--- config.mk ---
export PLATFORM = sky130hd
export DESIGN_NAME = multiphase_buck_ctrl
export DESIGN_NICKNAME = d
export VERILOG_FILES = /design/src/rtl/buck_pkg.sv /design/src/rtl/buck_phase_gate.sv /design/src/rtl/multiphase_buck_ctrl.sv
export SDC_FILE = /design/constraint.sdc
export NUM_CORES = 1
export LEC_CHECK = 0
export BUFFER_PORTS_ARGS = -buffer_cell sky130_fd_sc_hd__buf_2
export CORE_UTILIZATION = 48
export CTS_BUF_LIST = sky130_fd_sc_hd__clkbuf_4
export DETAILED_ROUTE_END_ITERATION = 10
export PLACE_DENSITY = 0.72
export RECOVER_POWER = 50
export SLEW_MARGIN = 20
export SYNTH_ARGS = -nofsm -noshare
export SYNTH_HDL_FRONTEND = slang
export SYNTH_SLANG_ARGS = --single-unit
export TNS_END_PERCENT = 50
--- constraint.sdc ---
create_clock -name clk -period 5.36 [get_ports clk]
set_input_delay 0.268 -clock clk [delete_from_list [all_inputs] [get_ports clk]]
set_output_delay 0.268 -clock clk [all_outputs]
set_load 0.05 [all_outputs]
--- src/rtl/buck_pkg.sv ---
// Shared definitions for the multiphase buck pulse controller.
//
// Contents:
//   buck_state_e  controller FSM state encoding (also exported on the debug port)
//   GATE_*        2-bit gate patterns, ordered {upper, lower}
package buck_pkg;

  typedef enum logic [2:0] {
    IDLE       = 3'd0,
    WAIT_BREAK = 3'd1,
    INTERLEAVE = 3'd2,
    T_OFF      = 3'd3,
    FAULT      = 3'd4
  } buck_state_e;

  localparam logic [1:0] GATE_OFF = 2'b00;
  localparam logic [1:0] GATE_UP  = 2'b10;
  localparam logic [1:0] GATE_DN  = 2'b01;

endpackage

--- src/rtl/buck_phase_gate.sv ---
// Gate pattern decoder for one buck phase.
//
// Maps the phase-local carrier time to an {upper, lower} gate pair. There is
// dead time before the upper pulse, upper on for rt cycles, dead time again,
// then lower on for the rest of the period. An inactive phase is held off.
//
// Parameters:
//   CAR_W      carrier / local time width
//   DEAD_TIME  dead time in cycles
// Ports:
//   t       in   CAR_W  phase-local carrier time
//   rt      in   CAR_W  upper-FET on-time, already clamped by the caller
//   active  in   1      phase has started in this INTERLEAVE interval
//   gate    out  2      {upper, lower}
module buck_phase_gate
  import buck_pkg::*;
#(
  parameter int CAR_W     = 8,
  parameter int DEAD_TIME = 5
) (
  input  logic [CAR_W-1:0] t,
  input  logic [CAR_W-1:0] rt,
  input  logic             active,
  output logic [1:0]       gate
);

  localparam logic [CAR_W:0] DEAD_X = (CAR_W+1)'(DEAD_TIME);

  // One extra bit so that dead + rt + dead cannot wrap.
  logic [CAR_W:0] t_x;
  logic [CAR_W:0] up_end;
  logic [CAR_W:0] dn_start;

  assign t_x      = {1'b0, t};
  assign up_end   = DEAD_X + {1'b0, rt};
  assign dn_start = up_end + DEAD_X;

  always_comb begin
    gate = GATE_OFF;
    if (active) begin
      if (t_x < DEAD_X)        gate = GATE_OFF;
      else if (t_x < up_end)   gate = GATE_UP;
      else if (t_x < dn_start) gate = GATE_OFF;
      else                     gate = GATE_DN;
    end
  end

endmodule

--- src/rtl/multiphase_buck_ctrl.sv ---
// N-phase interleaved buck pulse controller for the EDM pulse power stage.
//
// Per discharge: wait for gap breakdown (resistive pre-charge leg on), run the
// interleaved current pulse for ton cycles, then deionise for toff cycles.
// A filtered overcurrent detector latches a fault that needs an explicit clear.
// All outputs are registered and decoded from the next state, so they change
// on the same edge as the state register.
//
// Build option: define SHORT_ABORT_EN to let short_flag end INTERLEAVE early;
// without it short_flag is ignored.
//
// Ports:
//   clk, rst_n           clock, synchronous active-low reset
//   power_start          machining enable
//   fault_clr            clears latched fault while power_start=0
//   ton, toff            pulse on / deionisation times in cycles
//   rise_time            upper-FET on-time per carrier period
//   brk_cur, brk_vol     breakdown thresholds
//   oc_limit             overcurrent threshold
//   ad_cur, ad_vol       gap current / voltage samples
//   short_flag           short-circuit class from the pulse sorter
//   mos_buck             per phase {upper,lower}, phase k at [2k+1:2k]
//   mos_res              pre-charge leg {upper,lower}
//   mos_deion            deionisation switch
//   occ_flag, occ_cnt    INTERLEAVE indicator and its cycle count
//   fault                latched overcurrent
//   state                FSM state for debug
module multiphase_buck_ctrl
  import buck_pkg::*;
#(
  parameter int N_PHASE    = 4,
  parameter int PERIOD     = 200,
  parameter int DEAD_TIME  = 5,
  parameter int T_WAIT_MIN = 50,
  parameter int T_WAIT_MAX = 250,
  parameter int OC_FILTER  = 3,
  parameter int AD_W       = 12
) (
  input  logic                 clk,
  input  logic                 rst_n,
  input  logic                 power_start,
  input  logic                 fault_clr,
  input  logic [15:0]          ton,
  input  logic [15:0]          toff,
  input  logic [6:0]           rise_time,
  input  logic [AD_W-1:0]      brk_cur,
  input  logic [AD_W-1:0]      brk_vol,
  input  logic [AD_W-1:0]      oc_limit,
  input  logic [AD_W-1:0]      ad_cur,
  input  logic [AD_W-1:0]      ad_vol,
  input  logic                 short_flag,
  output logic [2*N_PHASE-1:0] mos_buck,
  output logic [1:0]           mos_res,
  output logic                 mos_deion,
  output logic                 occ_flag,
  output logic [15:0]          occ_cnt,
  output logic                 fault,
  output logic [2:0]           state
);

  localparam int SLOT  = PERIOD / N_PHASE;
  localparam int CAR_W = $clog2(PERIOD);
  localparam int OC_W  = $clog2(OC_FILTER + 1);

  localparam logic [15:0]      WAIT_MIN_C = 16'(T_WAIT_MIN);
  localparam logic [15:0]      WAIT_MAX_C = 16'(T_WAIT_MAX);
  localparam logic [15:0]      RT_MAX_C   = 16'(PERIOD - 2*DEAD_TIME - 1);
  localparam logic [16:0]      DEAD_X     = 17'(DEAD_TIME);
  localparam logic [CAR_W-1:0] CAR_LAST   = CAR_W'(PERIOD - 1);
  localparam logic [CAR_W:0]   PER_X      = (CAR_W+1)'(PERIOD);
  localparam logic [OC_W-1:0]  OC_MAX     = OC_W'(OC_FILTER);

  buck_state_e          state_q, state_d;
  logic [15:0]          cnt_wait_q, cnt_wait_d;
  logic [15:0]          occ_cnt_q, occ_cnt_d;
  logic [15:0]          cnt_off_q, cnt_off_d;
  logic [CAR_W-1:0]     carrier_q, carrier_d;
  logic                 car_run_q, car_run_d;
  logic [N_PHASE-1:0]   active_q, active_d;
  logic [OC_W-1:0]      oc_cnt_q, oc_cnt_d;
  logic [2*N_PHASE-1:0] mos_buck_q, mos_buck_d;
  logic [1:0]           mos_res_q, mos_res_d;
  logic                 mos_deion_q, mos_deion_d;
  logic                 occ_flag_q, occ_flag_d;
  logic                 fault_q, fault_d;

  logic [2*N_PHASE-1:0] phase_gate;
  logic [CAR_W-1:0]     rt;
  logic [15:0]          rt_wide;
  logic                 oc_trip;
  logic                 short_abort;
  logic                 stay_il;
  logic                 toff_on;

`ifdef SHORT_ABORT_EN
  assign short_abort = short_flag;
`else
  logic unused_short_flag;
  assign unused_short_flag = short_flag;
  assign short_abort       = 1'b0;
`endif

  assign rt_wide = {9'd0, rise_time};
  assign rt      = CAR_W'((rt_wide > RT_MAX_C) ? RT_MAX_C : rt_wide);
  assign oc_trip = (oc_cnt_q == OC_MAX);

  // Overcurrent filter: consecutive over-limit samples, saturating.
  always_comb begin
    oc_cnt_d = '0;
    if (ad_cur > oc_limit) begin
      oc_cnt_d = (oc_cnt_q == OC_MAX) ? oc_cnt_q : oc_cnt_q + OC_W'(1);
    end
  end

  // Next-state logic; a tripped filter wins over everything, then loss of
  // power_start, then the normal discharge sequence.
  always_comb begin
    state_d = state_q;
    if (oc_trip) begin
      state_d = FAULT;
    end else if (state_q == FAULT) begin
      if (fault_clr && !power_start) state_d = IDLE;
    end else if (!power_start) begin
      state_d = IDLE;
    end else begin
      case (state_q)
        IDLE: begin
          if (!fault_q) state_d = WAIT_BREAK;
        end
        WAIT_BREAK: begin
          if (cnt_wait_q > WAIT_MIN_C && cnt_wait_q < WAIT_MAX_C &&
              ad_cur >= brk_cur && ad_vol < brk_vol) begin
            state_d = INTERLEAVE;
          end else if (cnt_wait_q >= WAIT_MAX_C) begin
            state_d = T_OFF;
          end
        end
        INTERLEAVE: begin
          if (short_abort || occ_cnt_q >= ton) state_d = T_OFF;
        end
        T_OFF: begin
          if (cnt_off_q >= toff) state_d = WAIT_BREAK;
        end
        default: state_d = IDLE;
      endcase
    end
  end

  // Per-state counters start at 0 on entry and clear whenever the state is
  // left. The carrier starts one cycle after INTERLEAVE entry so the entry
  // cycle is an all-off gap.
  always_comb begin
    stay_il    = (state_d == INTERLEAVE) && (state_q == INTERLEAVE);
    cnt_wait_d = ((state_d == WAIT_BREAK) && (state_q == WAIT_BREAK)) ?
                 cnt_wait_q + 16'd1 : 16'd0;
    cnt_off_d  = ((state_d == T_OFF) && (state_q == T_OFF)) ?
                 cnt_off_q + 16'd1 : 16'd0;
    occ_cnt_d  = stay_il ? occ_cnt_q + 16'd1 : 16'd0;
    car_run_d  = stay_il;
    carrier_d  = '0;
    if (stay_il && car_run_q) begin
      carrier_d = (carrier_q == CAR_LAST) ? '0 : carrier_q + CAR_W'(1);
    end
  end

  // Phase k starts when the carrier first reaches k*SLOT and then runs on
  // its own time base, shifted by k*SLOT modulo the period.
  for (genvar k = 0; k < N_PHASE; k++) begin : g_phase
    localparam logic [CAR_W-1:0] OFF_C = CAR_W'(k * SLOT);
    localparam logic [CAR_W:0]   OFF_X = (CAR_W+1)'(k * SLOT);
    logic [CAR_W:0]   sum;
    logic [CAR_W-1:0] t_loc;

    assign active_d[k] = car_run_d && (active_q[k] || carrier_d == OFF_C);
    assign sum         = {1'b0, carrier_d} + (PER_X - OFF_X);
    assign t_loc       = (sum >= PER_X) ? CAR_W'(sum - PER_X) : CAR_W'(sum);

    buck_phase_gate #(
      .CAR_W     (CAR_W),
      .DEAD_TIME (DEAD_TIME)
    ) u_gate (
      .t      (t_loc),
      .rt     (rt),
      .active (active_d[k]),
      .gate   (phase_gate[2*k+1:2*k])
    );
  end

  // Low FETs freewheel during deionisation, with a dead band at each end.
  assign toff_on = ({1'b0, cnt_off_d} >= DEAD_X) &&
                   ({1'b0, cnt_off_d} + DEAD_X <= {1'b0, toff});

  // Output decode from the next state.
  always_comb begin
    mos_buck_d  = '0;
    mos_res_d   = GATE_OFF;
    mos_deion_d = 1'b0;
    occ_flag_d  = 1'b0;
    fault_d     = 1'b0;
    case (state_d)
      WAIT_BREAK: mos_res_d = GATE_UP;
      INTERLEAVE: begin
        mos_buck_d = phase_gate;
        occ_flag_d = 1'b1;
      end
      T_OFF: begin
        mos_deion_d = 1'b1;
        if (toff_on) mos_buck_d = {N_PHASE{GATE_DN}};
      end
      FAULT:   fault_d = 1'b1;
      default: ;
    endcase
  end

  always_ff @(posedge clk) begin
    if (!rst_n) begin
      state_q     <= IDLE;
      cnt_wait_q  <= '0;
      occ_cnt_q   <= '0;
      cnt_off_q   <= '0;
      carrier_q   <= '0;
      car_run_q   <= 1'b0;
      active_q    <= '0;
      oc_cnt_q    <= '0;
      mos_buck_q  <= '0;
      mos_res_q   <= '0;
      mos_deion_q <= 1'b0;
      occ_flag_q  <= 1'b0;
      fault_q     <= 1'b0;
    end else begin
      state_q     <= state_d;
      cnt_wait_q  <= cnt_wait_d;
      occ_cnt_q   <= occ_cnt_d;
      cnt_off_q   <= cnt_off_d;
      carrier_q   <= carrier_d;
      car_run_q   <= car_run_d;
      active_q    <= active_d;
      oc_cnt_q    <= oc_cnt_d;
      mos_buck_q  <= mos_buck_d;
      mos_res_q   <= mos_res_d;
      mos_deion_q <= mos_deion_d;
      occ_flag_q  <= occ_flag_d;
      fault_q     <= fault_d;
    end
  end

  assign mos_buck  = mos_buck_q;
  assign mos_res   = mos_res_q;
  assign mos_deion = mos_deion_q;
  assign occ_flag  = occ_flag_q;
  assign occ_cnt   = occ_cnt_q;
  assign fault     = fault_q;
  assign state     = state_q;

endmodule

After elaboration in Yosys (flattened, before gate mapping)
Cells that the tools add are included.

word-level totals
  word-level logic and storage cells = 132
  output and inout port bits = 32
  input port bits = 104
  register bits = 79

cells by class
  $add $sub $neg = 16
  order comparisons = 27
  equal/unequal tests = 13
  reduce and logical (&&, ||, !) cells = 23
  mux-type cells = 40

operator list
  operator               count
  $lt 8x9->1             8
  $mux 8                 7
  $add 16x1->16 const B  3
  $ge 9x8->1 const B     4
  $ge 16x16->1           2
  $lt 8x3->1 const B     4
  $sub 8x8->8 const B    4
  $mux 3                 9
  $mux 2                 13
  $add 8x8->9 const B    2
  $add 16x3->17 const B  1
  $le 17x16->1           1
  $eq 8x8->1 const B     2
  $ge 16x3->1 const B    1
  $ge 16x8->1 const B    1
  $gt 16x6->1 const B    1
  $lt 16x8->1 const B    1
  $mux 16                1
  $pmux 8 s2             1
  $logic_and 1x1->1      13
  $eq 3x2->1 const B     4
  $ge 12x12->1           1
  $gt 12x12->1           1
  $lt 12x12->1           1
  20 further kinds       33

Longest topological paths before layout
  depth after elaboration = 22
  depth in mapped cells = 30
  gate-level depth less buffers = 30

Cells and area by module
From an unflattened synthesis, not the netlist that was laid out.

unflattened totals
  cells, all modules = 1,224
  area total of the unflattened synthesis = 9,716.8 sq um

by module, submodules not included
  module                sequential area each (sq um)  cells an instance  area an instance (sq um)  instances
  multiphase_buck_ctrl  1,561.5                       876                6,964.2                   1
  buck_phase_gate       0.0                           87                 688.2                     4

Worst setup path after synthesis
No wires, ideal clock.

  path kind = register -> register
  start point = register occ_cnt_q[0] (netlist: occ_cnt[0])
  end point = register mos_buck_q[2] (netlist: mos_buck[2])
  library setup time = 0.084 ns
  clock period less this slack = 5.846 ns
  buffers on the path = 1
  slack = -0.486 ns
  arrival time = 5.762 ns
  cell stages (with the launch flop) = 26
  required time = 5.276 ns
  path through = dfxtp_1 > inv_1 > ha_1 > nand2b_1 > a2111o_1 > and4_4 > nor4_4 > nand2_1 > inv_1 > ha_1 > buf_1 > a21o_1 > xor2_1 > ha_1 > o211ai_1 > a311oi_2 > nor2_1 > xnor2_1 > ha_1 > nand2_1 > o21a_1 > maj3_1 > o211ai_1 > a21o_1 > o211ai_1 > o31ai_2

on the way
  cells in the longest elaborated chain, start to end = 19
  elaborated cells on any way between the ends = 33
  those cells by class = add/sub (3); order compare (7); eq/ne (3); mux (14); reduce/logical (6)

ends and longest elaborated chain
  item                                              line                         RTL
  start: declaration                                multiphase_buck_ctrl.sv:75   logic [15:0] occ_cnt_q, occ_cnt_d;
  start signal: assignment                          multiphase_buck_ctrl.sv:233  occ_cnt_q <= occ_cnt_d;
  $ge 16x16->1 (*)                                  multiphase_buck_ctrl.sv:139  if (short_abort || occ_cnt_q >= ton) state_d = T_OFF;
  $mux 3 (*)                                        multiphase_buck_ctrl.sv:139
  $pmux 3 s4 (*)                                    multiphase_buck_ctrl.sv:126  case (state_q)
  $mux 3 (*)                                        multiphase_buck_ctrl.sv:123  end else if (!power_start) begin
  $mux 3 (*)                                        multiphase_buck_ctrl.sv:121  end else if (state_q == FAULT) begin
  $mux 3 (*)                                        multiphase_buck_ctrl.sv:119  if (oc_trip) begin
  $eq 3x2->1 (*)                                    multiphase_buck_ctrl.sv:153  stay_il = (state_d == INTERLEAVE) && (state_q == INTERLEAVE);
  $logic_and 1x1->1 (*)                             multiphase_buck_ctrl.sv:153
  (+2 left out)                                     n/a
  via carrier_d[2]                                  multiphase_buck_ctrl.sv:77   logic [CAR_W-1:0] carrier_q, carrier_d;
  (+1 left out)                                     n/a
  $sub 8x8->8 / $ge 9x8->1 (equally long branches)  multiphase_buck_ctrl.sv:176  assign t_loc = (sum >= PER_X) ? CAR_W'(sum - PER_X) : CAR_W'(sum);
  $mux 8                                            multiphase_buck_ctrl.sv:176
  $lt 8x9->1                                        buck_phase_gate.sv:43        else if (t_x < dn_start) gate = GATE_OFF;
  $mux 1                                            buck_phase_gate.sv:43
  $mux 2                                            buck_phase_gate.sv:42        else if (t_x < up_end) gate = GATE_UP;
  $mux 2                                            buck_phase_gate.sv:41        if (t_x < DEAD_X) gate = GATE_OFF;
  $mux 2 (*)                                        buck_phase_gate.sv:40        if (active) begin
  $pmux 8 s2 (*)                                    multiphase_buck_ctrl.sv:200  case (state_d)
  end signal: assignment                            multiphase_buck_ctrl.sv:239  mos_buck_q <= mos_buck_d;
  end: declaration                                  multiphase_buck_ctrl.sv:81   logic [2*N_PHASE-1:0] mos_buck_q, mos_buck_d;

The timed path passes the listed nets; every way through them passes the cells marked *.
A chain may end at the register's enable or synchronous reset.

Final worst setup path
  start point = register occ_cnt_q[11] (netlist: occ_cnt[11])
  end point = register mos_buck_q[3] (netlist: mos_buck[3])

on the way
  cells in the longest elaborated chain, start to end = 18
  elaborated cells on any way between the ends = 24
  those cells by class = add/sub (2); order compare (4); eq/ne (3); mux (11); reduce/logical (4)

ends and longest elaborated chain
  item                                              line                                                      RTL
  $ge 16x16->1 (*)                                  multiphase_buck_ctrl.sv:139
  $mux 3 (*)                                        multiphase_buck_ctrl.sv:139
  $pmux 3 s4 (*)                                    multiphase_buck_ctrl.sv:126
  $mux 3 (*)                                        multiphase_buck_ctrl.sv:123
  $mux 3 (*)                                        multiphase_buck_ctrl.sv:121
  $mux 3 (*)                                        multiphase_buck_ctrl.sv:119
  $eq 3x2->1                                        multiphase_buck_ctrl.sv:153, multiphase_buck_ctrl.sv:200
  $logic_and 1x1->1                                 multiphase_buck_ctrl.sv:153
  (+2 left out)                                     n/a
  $add 8x8->9                                       multiphase_buck_ctrl.sv:175                               assign sum = {1'b0, carrier_d} + (PER_X - OFF_X);
  $sub 8x8->8 / $ge 9x8->1 (equally long branches)  multiphase_buck_ctrl.sv:176
  $mux 8                                            multiphase_buck_ctrl.sv:176
  $lt 8x9->1                                        buck_phase_gate.sv:42
  $mux 2                                            buck_phase_gate.sv:42
  $mux 2                                            buck_phase_gate.sv:41
  $mux 2                                            buck_phase_gate.sv:40
  $pmux 8 s2 (*)                                    multiphase_buck_ctrl.sv:200

Every way passes the cells marked *; elsewhere a longest branch is shown, timed or not.

==> impl_metrics.prom <==
# TYPE chip_impl_metric gauge
chip_impl_metric{name="setup_total_negative_slack",unit="ns"} 0
chip_impl_info{name="hold_class",value="primary input to flop"} 1
chip_impl_metric{name="placeableCoreArea",unit="mm2"} 0.0173
chip_impl_metric{name="numCtsBuffers",unit=""} 9
chip_impl_metric{name="final_instance_area",unit="mm2"} 0.0101
chip_impl_metric{name="placementRows",unit=""} 48
chip_impl_metric{name="synthCells",unit=""} 1064
chip_impl_metric{name="timing.slew.headroom",unit="%"} 46.9
chip_impl_metric{name="clock_tree.buffer_depth",unit=""} 2
chip_impl_metric{name="worst-path-max-fanout",unit=""} 5
chip_impl_metric{name="groute.layer.met2.usage",unit="%"} 41.8
chip_impl_metric{name="placement.cell_area",unit="mm2"} 0.00972
chip_impl_metric{name="gr-usage-met3",unit="%"} 3.75
chip_impl_metric{name="layout_worst_path_cycle_share",unit="%"} 96.1
chip_impl_metric{name="fmax",unit="GHz"} 0.194
chip_impl_metric{name="die-width",unit="um"} 135
chip_impl_info{name="final_cell_mix",value="ha_1, nor2_1, buf_2"} 1
chip_impl_info{name="cts-root-buf",value="clkbuf_4"} 1
chip_impl_metric{name="place.detailed.hpwl",unit="mm"} 17.2
chip_impl_metric{name="vias",unit=""} 8053
chip_impl_metric{name="worst_setup_hold_path_clk_slew",unit="ns"} 0.15
chip_impl_metric{name="dr.first_iter.drc_count",unit=""} 391
chip_impl_metric{name="timing.critical_path.arrival",unit="ns"} 5.54
chip_impl_metric{name="critical-path-max-stage-delay",unit="ns"} 0.42
chip_impl_metric{name="rr_worst_depth",unit=""} 24
chip_impl_metric{name="pwr-share-comb",unit="%"} 21.9
chip_impl_metric{name="dieArea",unit="mm2"} 0.0182
chip_impl_metric{name="grt_first_pass_wirelength",unit="mm"} 35.1
chip_impl_metric{name="viasPerCell",unit=""} 5.43
chip_impl_metric{name="hold_violations",unit=""} 0
chip_impl_metric{name="initial_utilization",unit="%"} 49.1
chip_impl_info{name="crit_top_cell",value="ha_1"} 1
chip_impl_metric{name="track_usage",unit="%"} 23.9
chip_impl_metric{name="power_density",unit="mW/mm2"} 131
chip_impl_metric{name="leakage",unit="nW"} 4.58
chip_impl_metric{name="max_slew.worst_pin.slew",unit="ns"} 0.794
chip_impl_metric{name="worst_skew_pair.late_latency",unit="ns"} 0.48
chip_impl_info{name="rsz0062_at_grt",value="true"} 1
chip_impl_info{name="critical_path.reg2reg.endpoint",value="mos_buck[3]$_SDFF_PN0_"} 1
chip_impl_info{name="cp-end-kind",value="flop"} 1
chip_impl_metric{name="holdPathStages",unit=""} 4
chip_impl_metric{name="drtAntennaViolNets",unit=""} 0
chip_impl_metric{name="fin_cells",unit=""} 1482
chip_impl_metric{name="detail_route.drc_violations",unit=""} 0
chip_impl_info{name="outcome",value="complete, no violations"} 1
chip_impl_metric{name="ir_drop",unit="V"} 0.000132
chip_impl_metric{name="htree_num_levels",unit=""} 3
chip_impl_info{name="hold_end",value="state[2]$_SDFF_PN0_"} 1
chip_impl_metric{name="finalClockSkew",unit="ns"} 0.0228
chip_impl_metric{name="grt_use_met1",unit="%"} 30.1
chip_impl_info{name="cp_cell_sequence",value="ha_1, a21oi_2, nor2_2, or3_4, nor4_4, nand2_2, ha_2, nand3_1, a21oi_2, a21o_1, xor2_2, buf_4, ha_1, a311oi_2, nor2_2, xnor2_2, ha_1, nand2_1, o21a_1, maj3_2, o211ai_1, a21o_1, o211ai_1, nor2b_1"} 1
chip_impl_metric{name="numPortBuffers",unit=""} 133
chip_impl_metric{name="report.final.setup_viol",unit=""} 0
chip_impl_metric{name="globalRoute.totalOverflow",unit=""} 0
chip_impl_metric{name="switching_share",unit="%"} 31.2
chip_impl_metric{name="post-route-util",unit="%"} 58.1
chip_impl_metric{name="drv_cap",unit=""} 0
chip_impl_metric{name="cts_sinks",unit=""} 78
chip_impl_metric{name="final_nets",unit=""} 1512
chip_impl_info{name="worst_setup_path_start_kind",value="flop"} 1
chip_impl_metric{name="wl",unit="mm"} 21.2
chip_impl_metric{name="total_instance_count_after_detailed_placement",unit=""} 1453
chip_impl_metric{name="p_int",unit="mW"} 0.908
chip_impl_metric{name="finalWorstPathRequiredPeriod",unit="ns"} 5.15
chip_impl_metric{name="number_of_antenna_violations_at_the_first_check_in_global_routing",unit=""} 1
chip_impl_info{name="layout_commonest_cell",value="ha_1"} 1
chip_impl_info{name="setup.worst_path.class",value="flop to flop"} 1
chip_impl_info{name="critical-path-slowest-cell",value="nor4_4"} 1
chip_impl_metric{name="worst-endpoint-required",unit="ns"} 5.75
chip_impl_metric{name="seqPwrFrac",unit="%"} 44.6
chip_impl_metric{name="ys_async_sr_fraction",unit="%"} 0
chip_impl_info{name="worst_hold_startpoint",value="fault_clr"} 1
chip_impl_info{name="synthFlopType",value="dfxtp_1"} 1
chip_impl_metric{name="synthesis.area_per_instance",unit="um2"} 7.98
chip_impl_metric{name="fp.dieH",unit="um"} 135
chip_impl_metric{name="grt_start_max_net_pins",unit=""} 23
chip_impl_metric{name="firstDrtPassIters",unit=""} 6
chip_impl_metric{name="clockPowerShare",unit="%"} 33.4
chip_impl_metric{name="ios",unit=""} 136
chip_impl_info{name="tritoncts",value="yes"} 1
chip_impl_metric{name="synth-warning-count",unit=""} 0
chip_impl_metric{name="synth.lib_cells_used.distinct",unit=""} 96
chip_impl_metric{name="timing.final.max_slew_violations",unit=""} 0
chip_impl_metric{name="total_switching_power",unit="mW"} 0.412
chip_impl_metric{name="mapped_cell_area",unit="mm2"} 0.00849
chip_impl_metric{name="rrSetupSlack",unit="ns"} 0.21
chip_impl_metric{name="synth_sequential_area_ratio",unit="%"} 18.4
chip_impl_metric{name="synth-edff-count",unit=""} 0
chip_impl_metric{name="wire_per_inst",unit="um"} 14.3
chip_impl_info{name="grt-busiest-layer",value="met2"} 1
chip_impl_metric{name="area_growth",unit="%"} 18.4
chip_impl_info{name="critical_path.reg2reg.startpoint",value="occ_cnt[11]$_SDFF_PN0_"} 1
chip_impl_metric{name="synth_seq_cells",unit=""} 78
chip_impl_metric{name="first_global_vias",unit=""} 7640
chip_impl_metric{name="final_layout_size_suffix_gt1_share",unit="%"} 20.6
chip_impl_metric{name="placer_s_final_routability_congestion_estimate",unit=""} 0.894
-- worst max-delay path: cells and delay by family, from the launching register on --
kind	cells	cell delay, ns
adders and majority gates	5	1.34
buffers and inverters	1	0.16
xor gates and xnor gates	2	0.34
AOI/OAI and AO/OA	8	1.34
and+or+nand+nor	8	1.47
DFF	1	0.38
-- routing by layer --
metal  wire length (um)  vias to the layer above
met5                  0                        -
met1               9640                     3676
met3               1030                       35
met2              10100                      178
met4                402                        0
li1                   -                     4164
-- power groups by stage --
| stage | logic, mW | registers, mW | clock network, mW |
|---|---|---|---|
| floorplan | 0.183 | 0.608 | 0 |
| global placement | 0.279 | 0.602 | 0 |
| detailed placement | 0.283 | 0.602 | 0 |
| CTS | 0.286 | 0.590 | 0.458 |
| global route | 0.329 | 0.589 | 0.481 |
| finish | 0.289 | 0.589 | 0.441 |
-- repair_timing --
item,in CTS,in global routing
pin swaps,0,17
setup buffers,0,12
hold buffers,0,0
endpoints found under the setup margin,4,7
gates resized for setup,2,30
-- worst max-delay path by stage --
stage,from,slack (ns),endpoint
floorplan,occ_cnt[0]$_SDFF_PN0_,0.008,mos_buck[2]$_SDFF_PN0_
global placement,toff[2],0.10,mos_buck[4]$_SDFF_PN0_
detailed placement,toff[2],-0.09,mos_buck[0]$_SDFF_PN0_
CTS,occ_cnt[0]$_SDFF_PN0_,0.02,mos_buck[6]$_SDFF_PN0_
global route,cnt_off_q[0]$_SDFF_PN0_,-0.08,mos_buck[0]$_SDFF_PN0_
finish,occ_cnt[11]$_SDFF_PN0_,0.21,mos_buck[3]$_SDFF_PN0_
-- kinds of logic (layout without fill, tap and decap cells) --
logic type	after synthesis	count (layout)	share of synthesized area (%)
XOR/XNOR	86	86	9.18
adder cells (fa/ha/maj)	158	158	23.2
AND/OR/NAND/NOR	390	390	24.3
flip-flops	78	78	18.4
AO/OA/AOI/OAI	222	222	18.1
buffers and inverters	119	303	5.48
other	1	10	0.0441
multiplexers	10	10	1.27
-- per-stage QoR --
stage / total power [mW] / hold slack (ns) / setup slack [ns]
after floorplan: 0.791 / 0.390 / 0.00841
after global placement: 0.880 / 0.439 / 0.102
after detailed placement: 0.885 / 0.437 / -0.0892
after CTS: 1.33 / 0.0796 / 0.0216
after global routing: 1.40 / 0.101 / -0.0774
final: 1.32 / 0.113 / 0.209
-- cells in the mapped netlist (11+ instances only) --
master / n / share of area [%]
ha_1: 157 / 23
nor2_1: 127 / 5.6
inv_1: 102 / 4.5
dfxtp_1: 78 / 18
nand2_1: 65 / 2.9
a21oi_1: 61 / 3.6
xnor2_1: 48 / 4.9
o21ai_0: 41 / 2.4
nand3_1: 38 / 2.2
xor2_1: 36 / 3.7
nor3_1: 26 / 1.5
nand4_1: 22 / 1.6
nor2b_1: 21 / 1.5
nand2b_1: 15 / 1.1
and3_1: 14 / 1.0
a21o_1: 13 / 1.1
a31oi_1: 13 / 0.96
nor4_1: 11 / 0.81
-- layout make-up --
class	count	area, um2
antenna	1	2.50
clock buffer	9	67.6
clock inverter	7	104
fill	1604	7240
inverter	102	383
multi-input combinational	875	6620
sequential	78	1580
tap	225	282
timing repair buffer	185	1020
-- registers in the layout (all words and copies together), names as in the netlist, 2 cells and up --
name        count
active_q        4
mos_buck        8
carrier_q       8
oc_cnt_q        2
occ_cnt        16
state           3
cnt_off_q      16
cnt_wait_q     16
(Power assumes the default switching activity.)
